--- src/rtl/gf2m_mont_exp.sv ---
// gf2m_mont_exp: sequential G = A^E mod P(x) over GF(2^M), polynomial basis.
//
// Left-to-right square-and-multiply carried out in the Montgomery domain with
// a single combinational Montgomery multiplier used once per clock. The
// operand is mapped in with R2, the exponent bits are processed MSB first,
// and the accumulator is mapped back out by multiplying with 1.
//
// Ports:
//   clk, rst            clock, synchronous active-high reset
//   in_valid/in_ready   operand handshake (in_ready only in IDLE)
//   in_a [M-1:0]        base A
//   in_e [EW-1:0]       exponent E
//   out_valid/out_ready result handshake (held in DONE until out_ready)
//   out_g [M-1:0]       result, retained until the next FROM_MONT
//   busy                high in every state other than IDLE
module gf2m_mont_exp #(
    parameter int         M    = 3,
    parameter logic [M:0] POLY = 4'b1101,
    parameter int         EW   = 3,
    // x^M mod P: Montgomery image of 1
    parameter logic [M-1:0] R1 = 3'b101,
    // x^(2M) mod P; for x^3+x^2+1 this is x^6 = x^2+x
    parameter logic [M-1:0] R2 = 3'b110
) (
    input  logic          clk,
    input  logic          rst,
    input  logic          in_valid,
    output logic          in_ready,
    input  logic [M-1:0]  in_a,
    input  logic [EW-1:0] in_e,
    output logic          out_valid,
    input  logic          out_ready,
    output logic [M-1:0]  out_g,
    output logic          busy
);

    localparam int IW = (EW > 1) ? $clog2(EW) : 1;

    localparam logic [2:0] IDLE      = 3'd0;
    localparam logic [2:0] TO_MONT   = 3'd1;
    localparam logic [2:0] SQUARE    = 3'd2;
    localparam logic [2:0] MULT      = 3'd3;
    localparam logic [2:0] FROM_MONT = 3'd4;
    localparam logic [2:0] DONE      = 3'd5;

    localparam logic [M-1:0] ONE = M'(1);

    // a*b*x^-M mod P, bit-serial right-shift form; result is fully reduced.
    function automatic logic [M-1:0] mont_mul(input logic [M-1:0] a,
                                              input logic [M-1:0] b);
        logic [M:0] c;
        c = '0;
        for (int i = 0; i < M; i++) begin
            if (a[i]) c = c ^ {1'b0, b};
            if (c[0]) c = c ^ POLY;
            c = c >> 1;
        end
        return c[M-1:0];
    endfunction

    logic [2:0]    state;
    logic [M-1:0]  a_reg;
    logic [M-1:0]  a_m;
    logic [M-1:0]  acc;
    logic [EW-1:0] e_reg;
    logic [IW-1:0] idx;

    logic [M-1:0]  mm_a;
    logic [M-1:0]  mm_b;
    logic [M-1:0]  mm_p;

    // Operand muxes for the single shared multiplier.
    always_comb begin
        mm_a = acc;
        mm_b = acc;
        case (state)
            TO_MONT:   begin mm_a = a_reg; mm_b = R2;  end
            SQUARE:    begin mm_a = acc;   mm_b = acc; end
            MULT:      begin mm_a = acc;   mm_b = a_m; end
            FROM_MONT: begin mm_a = acc;   mm_b = ONE; end
            default:   begin mm_a = acc;   mm_b = acc; end
        endcase
    end

    assign mm_p     = mont_mul(mm_a, mm_b);
    assign in_ready = (state == IDLE);
    assign busy     = (state != IDLE);

    always_ff @(posedge clk) begin
        if (rst) begin
            state     <= IDLE;
            a_reg     <= '0;
            a_m       <= '0;
            acc       <= '0;
            e_reg     <= '0;
            idx       <= '0;
            out_g     <= '0;
            out_valid <= 1'b0;
        end else begin
            case (state)
                IDLE: begin
                    if (in_valid) begin
                        a_reg <= in_a;
                        e_reg <= in_e;
                        acc   <= R1;
                        idx   <= IW'(EW - 1);
                        state <= TO_MONT;
                    end
                end
                TO_MONT: begin
                    a_m   <= mm_p;
                    state <= SQUARE;
                end
                SQUARE: begin
                    acc <= mm_p;
                    // A set bit is followed by a multiply before moving on;
                    // the index only advances once that bit is finished.
                    if (e_reg[idx]) begin
                        state <= MULT;
                    end else if (idx == '0) begin
                        state <= FROM_MONT;
                    end else begin
                        idx   <= idx - 1'b1;
                        state <= SQUARE;
                    end
                end
                MULT: begin
                    acc <= mm_p;
                    if (idx == '0) begin
                        state <= FROM_MONT;
                    end else begin
                        idx   <= idx - 1'b1;
                        state <= SQUARE;
                    end
                end
                FROM_MONT: begin
                    out_g     <= mm_p;
                    out_valid <= 1'b1;
                    state     <= DONE;
                end
                DONE: begin
                    if (out_ready) begin
                        out_valid <= 1'b0;
                        state     <= IDLE;
                    end
                end
                default: begin
                    state <= IDLE;
                end
            endcase
        end
    end

endmodule
--- config.mk ---
export PLATFORM = sky130hd
export DESIGN_NAME = gf2m_mont_exp
export DESIGN_NICKNAME = d
export VERILOG_FILES = /design/src/rtl/gf2m_mont_exp.sv
export SDC_FILE = /design/constraint.sdc
export NUM_CORES = 1
export LEC_CHECK = 0
export CORE_ASPECT_RATIO = 0.75
export CORE_MARGIN = 2
export CORE_UTILIZATION = 37
export DETAILED_ROUTE_END_ITERATION = 10
export HOLD_SLACK_MARGIN = 0.06
export SYNTH_ARGS = -nofsm -noshare
export SYNTH_HDL_FRONTEND = slang
export SYNTH_SLANG_ARGS = --single-unit
--- constraint.sdc ---
create_clock -name clk -period 2.6 [get_ports clk]
set_input_delay 0.26 -clock clk [delete_from_list [all_inputs] [get_ports clk]]
set_output_delay 0.26 -clock clk [all_outputs]
set_load 0.02 [all_outputs]
Yosys cells after proc, flatten, opt, wreduce, memory -nomap -nowiden

Cells that the tools add are included.

Flip-flop bits (word level): 21
Input bits: 10
Output and inout bits: 6
Logic and storage cells: 58

Add/sub/neg operators: 1
Order comparisons: 1
Equality and inequality tests: 8
Mux-type cells: 23
Bitwise operators: 5
Reductions and logical operators: 12

Operator list:

| cell                                                                 | count |
|---|---|
| 3-bit 2-to-1 mux                                                     | 9 |
| 3-bit case mux with 6 select lines                                   | 1 |
| 4-bit 2-to-1 mux                                                     | 3 |
| 3-bit NOT                                                            | 3 |
| 3-bit case mux with 3 select lines                                   | 1 |
| 2-bit AND reduction                                                  | 4 |
| 3-bit by 2-bit == test with 1-bit output, second input constant      | 2 |
| 3-bit == test, second input constant                                 | 2 |
| 2-bit 2-to-1 mux                                                     | 3 |
| 2-bit != test, second input constant                                 | 3 |
| 2-bit case mux with 3 select lines                                   | 1 |
| 3-bit case mux with 2 select lines                                   | 1 |
| 3-bit nonzero test                                                   | 2 |
| 3-bit XOR                                                            | 2 |
| 2-bit nonzero test                                                   | 2 |
| 3-bit by 1-bit == test with 1-bit output, second input constant      | 1 |
| 3-bit logical NOT                                                    | 1 |
| 2-bit by 3-bit < comparator with 1-bit output, second input constant | 1 |
| 3-bit AND reduction                                                  | 1 |
| 1-bit binary-select mux with 2-bit select                            | 1 |
| 2-bit logical NOT                                                    | 1 |
| 1-bit 2-to-1 mux                                                     | 2 |
| 1-bit case mux with 2 select lines                                   | 1 |
| 2-bit OR reduction                                                   | 1 |
| 2-bit by 1-bit subtractor with 2-bit output, second input constant   | 1 |

Depth between registers and ports, before layout

Gate-level depths: netlist of the first run.

Depth after elaboration: 14
Mapped depth: 9
Gate-level depth less buffers: 6

Worst setup path before layout of the first run

Ideal clock, no wire load.

Path type: reg-to-reg
From: reg state[2]
To: reg acc[0]
Library setup time: 0.086 ns
Arrival: 1.904 ns
Data required time: 2.514 ns
Slack: 0.611 ns
Cell stages (with the launch flop): 8
Buffers on the path: 1
Period minus slack after synthesis: 1.989 ns
Path through: dfxtp_1 -> nor3b_2 -> buf_6 -> mux2i_1 -> nand2_1 -> o22ai_1 -> and4bb_1 -> a211oi_1

Longest elaborated chain between the ends: 12
Elaborated cells on any way between the ends: 21
Those cells by class: 5 x eq/ne; 9 x mux; 3 x bitwise; 4 x reduce/logical

Ends and longest elaborated chain:

| element                                                                       | RTL line | RTL |
|---|---|---|
| start: declaration                                                            | 61       | `logic [2:0] state;` |
| start signal: assignment                                                      | 91       | `state <= IDLE;` |
| start signal: assignment                                                      | 107      | `state <= TO_MONT;` |
| start signal: assignment                                                      | 112      | `state <= SQUARE;` |
| 3-bit == test (tied with other cells)                                         | 76       | `case (state)` |
| 3-bit case mux with 3 select lines / 3-bit 2-to-1 mux (equally long branches) | 76       |  |
| 3-bit 2-to-1 mux                                                              | 54       | `if (a[i]) c = c ^ {1'b0, b};` |
| 4-bit 2-to-1 mux                                                              | 55       | `if (c[0]) c = c ^ POLY;` |
| 3-bit XOR                                                                     | 54       |  |
| 3-bit 2-to-1 mux                                                              | 54       |  |
| 3-bit NOT (no source line)                                                    | --       |  |
| 4-bit 2-to-1 mux                                                              | 55       |  |
| 3-bit XOR                                                                     | 54       |  |
| 3-bit 2-to-1 mux                                                              | 54       |  |
| 4-bit 2-to-1 mux                                                              | 55       |  |
| 3-bit case mux with 2 select lines                                            | 100      | `case (state)` |
| end signal: assignment                                                        | 115      | `acc <= mm_p;` |
| end signal: assignment                                                        | 128      | `acc <= mm_p;` |
| end: declaration                                                              | 64       | `logic [M-1:0] acc;` |

Parallel ways exist; a longest one is shown, timed or not.
A chain may end at the register's enable or synchronous reset.

Final worst setup path of the first run

From: reg state[0]
To: reg out_g[0]

Longest elaborated chain between the ends: 11
Elaborated cells on any way between the ends: 14
Those cells by class: 3 x eq/ne; 8 x mux; 3 x bitwise

Ends and longest elaborated chain:

| element                                                                       | RTL line | RTL |
|---|---|---|
| 3-bit == test (tied with other cells)                                         | 76, 100  |  |
| 3-bit case mux with 3 select lines / 3-bit 2-to-1 mux (equally long branches) | 76       |  |
| 3-bit 2-to-1 mux                                                              | 54       |  |
| 4-bit 2-to-1 mux                                                              | 55       |  |
| 3-bit XOR                                                                     | 54       |  |
| 3-bit 2-to-1 mux                                                              | 54       |  |
| 3-bit NOT (no source line)                                                    | --       |  |
| 4-bit 2-to-1 mux                                                              | 55       |  |
| 3-bit XOR                                                                     | 54       |  |
| 3-bit 2-to-1 mux                                                              | 54       |  |
| 4-bit 2-to-1 mux                                                              | 55       |  |
| end signal: assignment                                                        | 137      | `out_g <= mm_p;` |
| end: declaration                                                              | 33       | `output logic [M-1:0] out_g,` |

Parallel ways exist; a longest one is shown, timed or not.

==> out/results.md, run 1 <==
### STA
• **Post-Route Skew** 0.005849 ns
• **final-report setup violation count** 0
• **portion of the clock cycle consumed by the worst path in the final layout** 89.18%
• **count of final max-slew check failures** 0
• **Final Hold Slack** 0.4591 ns
• **achievable clock frequency** 0.4313 GHz
• **RSZ-0062 raised after global routing** no
• **PnR worst setup slack** 0.2812 ns
• **slew at the pin closest to its max-slew limit** 0.6580 ns
• **relative slew slack** 56.13%
• **final hold violations** 0
• **Sum Neg Setup Slack** 0 ns
• **Min Clock Period, post-route** 2.319 ns

### Synth
• **number of nets produced by synthesis** 193
• **fraction of synthesized area in multiplexers** 12.77%
• **cell type with the largest total area after synthesis** dfxtp_1
• **number of flops mapped to enable cells by yosys** 0
• **area share of the leading cell type in the synthesized netlist** 29.19%
• **Post-Synth XOR/XNOR Area** 1.825%
• **dominant combinational cell family by area after synthesis** simple AND/OR/NAND/NOR gates
• **portion of the post-synthesis area used by sequential elements** 29.19%
• **synthesized area divided by synthesized cell count** 7.913 um2
• **area of the mapped netlist** 1440 um2
• **flops & latches, synth** 21
• **Synth Area in Compound Gates** 24.24%
• **simple-gate area share of the yosys netlist** 24.59%
• **dominant cells by area after synthesis** dfxtp_1 29%, mux2i_1 10%, nor2_1 6.5%
• **async set or reset register ratio after synthesis** 0%
• **warning count from the yosys run** 0
• **adder and majority gate portion of the synthesized area** 0.8688%
• **Primary FF master, synth** dfxtp_1
• **post-synthesis instance total** 182
• **number of distinct standard cells referenced by the synthesized netlist** 44

### CTS
• **Gates resized, CTS repair** 0
• **source-to-sink clock delay at the later pin of the worst-skew pair** 0.26 ns
• **clock-pin slew on the worst setup and hold paths** 0.08 ns
• **TritonCTS clock tree** done
• **TritonCTS buffer count** 3
• **post-CTS setup buffer count** 0
• **Clock Tree Buf Depth** 2
• **root buffer selected by CTS** clkbuf_8
• **# clock sinks** 21
• **hold_buf cts** 0
• **total number of H-tree levels** 1

### Worst setup path
• **element type at the critical path end** flip-flop
• **FF-to-FF setup slack** 0.28 ns
• **Crit path arrival time** 2.50 ns
• **Worst Path Class, Setup** flip-flop to flip-flop
• **CP Launch Type** flip-flop
• **required time at the endpoint of the critical path** 2.78 ns
• **CP Max Fanout** 13

### Place
• **dpl cell area** 1644 um2
• **Routability Congestion** 0.8768
• **worst slack after detailed placement** 0.3393 ns
• **Port Buf Inserts** 15
• **HPWL Detailed** 2663 um

### Min path
• **path class of the lowest-slack min-delay path** flip-flop to flip-flop

### Run
• **max-cap viol count** 0

### Global route
• **met3 demand-to-capacity share in global routing** 3.271%
• **met1 usage** 25.84%
• **grt met2 use** 25.13%
• **most used routing layer in global routing** met1
• **largest net degree at the start of global routing** 21
• **via count of the first global-routing pass** 1,154
• **global-route wire length before repair** 5913 um
• **GRT Total Usage** 17.05%
• **residual overflow from global routing** 0
• **number of antenna violations at the first check in global routing** 0

### Power
• **leakage power summed over all cells** 0.6071 nW
• **Worst VDD drop** 308.0 uV
• **Power per Cell Area** 704.0 nW/um2

### Route
• **routed wirelength normalized by instance count** 14.41 um
• **remaining number of nets flagged by the antenna check after routing** 0
• **via count** 1,381
• **drt pass-1 iters** 6
• **Remaining DRCs** 0
• **DRC marker count from the first detailed-route iteration** 234
• **wirelength, routed** 3587 um
• **Vias per Instance** 5.546

### Floorplan
• **Row Count** 19
• **initial core utilization** 39.08%
• **width of the chip** 76.04 um
• **height of the chip** 58.03 um
• **boundary pin count** 16
• **area of the die** 4413 um2
• **area of the core** 3685 um2

### Final layout
• **proportion of layout cells with a drive suffix above 1** 8.629%
• **Post-layout nets** 209
• **most frequent standard cell in the layout excluding fill and tap cells** nor2_1
• **most frequent cells in the layout** 25 x nor2_1, 21 x dfxtp_1, 16 x a21oi_1
• **Antenna Diode Count** 0
• **final design instance area without fill** 1689 um2
• **number of filler instances in the final layout** 375
• **synth-to-layout area growth** 17.29%

### Run status
• **outcome** complete, no violations

## cell families (layout without fill, tap and decap cells)
logic type	Yosys count	in the layout
compound gates	53	53
xor+xnor	3	3
fa+ha+maj	1	1
buf+inv	18	33
flops	21	21
mux	18	18
simple gates	68	68
## report_power, final
part / switching, mW / internal [mW] / total (mW)
Combinational: 0.314 / 0.248 / 0.562
Sequential: 0.0560 / 0.359 / 0.415
Clock: 0.103 / 0.109 / 0.212
Total: 0.473 / 0.716 / 1.19
## metal layers
metal | vias up | share of wire (%)
li1 | 686 | -
met1 | 640 | 51
met2 | 50 | 42
met3 | 5 | 6.4
met4 | 0 | 0.67
met5 | - | 0
## critical path, stage by stage (launching register included)
cell,delay (ns)
dfxtp_1,0.54
nor3b_2,0.24
buf_4,0.24
mux2i_1,0.41
a22oi_1,0.16
o22ai_1,0.18
and4bb_1,0.24
a211oi_1,0.23
## path summary, 6_finish.rpt
kind / from / to / cells after the start
worst min-delay path: out_valid / out_valid / 2
worst max-delay path: state[0] / out_g[0] / 7
worst min register to register: out_valid / out_valid / 2
worst max register to register: state[0] / out_g[0] / 7
## Yosys cell counts, types with 2 or more instances
master and n:
and2_1 4, nor2_1 25, buf_4 4, o21bai_1 2, a21o_1 2, nor3_1 5
o32ai_1 2, a21oi_1 16, nor2b_1 5, mux2i_1 15, xnor2_1 2, mux2_2 3
inv_1 6, dfxtp_1 21, nand2_1 10, clkbuf_1 4, a222oi_1 2, nand3b_1 3
a22oi_1 2, o211ai_1 2, o22ai_1 5, nand2b_1 7, buf_2 3, a211oi_1 4
o21ai_0 9
## stage by stage
step,cells,utilization (%),total power [mW]
6_report,249,45.84,1.189
5_1_grt,249,45.84,1.275
4_1_cts,249,45.84,1.190
3_5_place_dp,245,44.62,0.9716
3_3_place_gp,245,44.62,0.9624
2_1_floorplan,182,-,0.8285
## area by class of cell
cell class | count | area [um2] | share of cell area, %
repair buffers | 23 | 210.2 | 12.44
flip-flops and latches | 21 | 420.4 | 24.89
multi-input cells | 143 | 925.9 | 54.81
well taps | 52 | 65.06 | 3.852
inverters | 6 | 22.52 | 1.333
clock buffers | 4 | 45.04 | 2.667
(Power assumes the default switching activity.)
==> run 2: changes to the inputs <==
--- a/config.mk
+++ b/config.mk
@@ -8,8 +8,8 @@
 export CORE_ASPECT_RATIO = 0.75
 export CORE_MARGIN = 2
 export CORE_UTILIZATION = 37
+export CTS_CLUSTER_SIZE = 16
 export DETAILED_ROUTE_END_ITERATION = 10
-export HOLD_SLACK_MARGIN = 0.06
 export SYNTH_ARGS = -nofsm -noshare
 export SYNTH_HDL_FRONTEND = slang
 export SYNTH_SLANG_ARGS = --single-unit
==> results of run 2 <==
No change in the layout: final DEF, timing and power equal those of run 1.
==> run 3: changes to the inputs <==
--- a/config.mk
+++ b/config.mk
@@ -10,6 +10,7 @@
 export CORE_UTILIZATION = 37
 export CTS_CLUSTER_SIZE = 16
 export DETAILED_ROUTE_END_ITERATION = 10
+export SKIP_CTS_REPAIR_TIMING = 1
 export SYNTH_ARGS = -nofsm -noshare
 export SYNTH_HDL_FRONTEND = slang
 export SYNTH_SLANG_ARGS = --single-unit
==> results of run 3 <==
No change in the layout: final DEF, timing and power equal those of run 1.
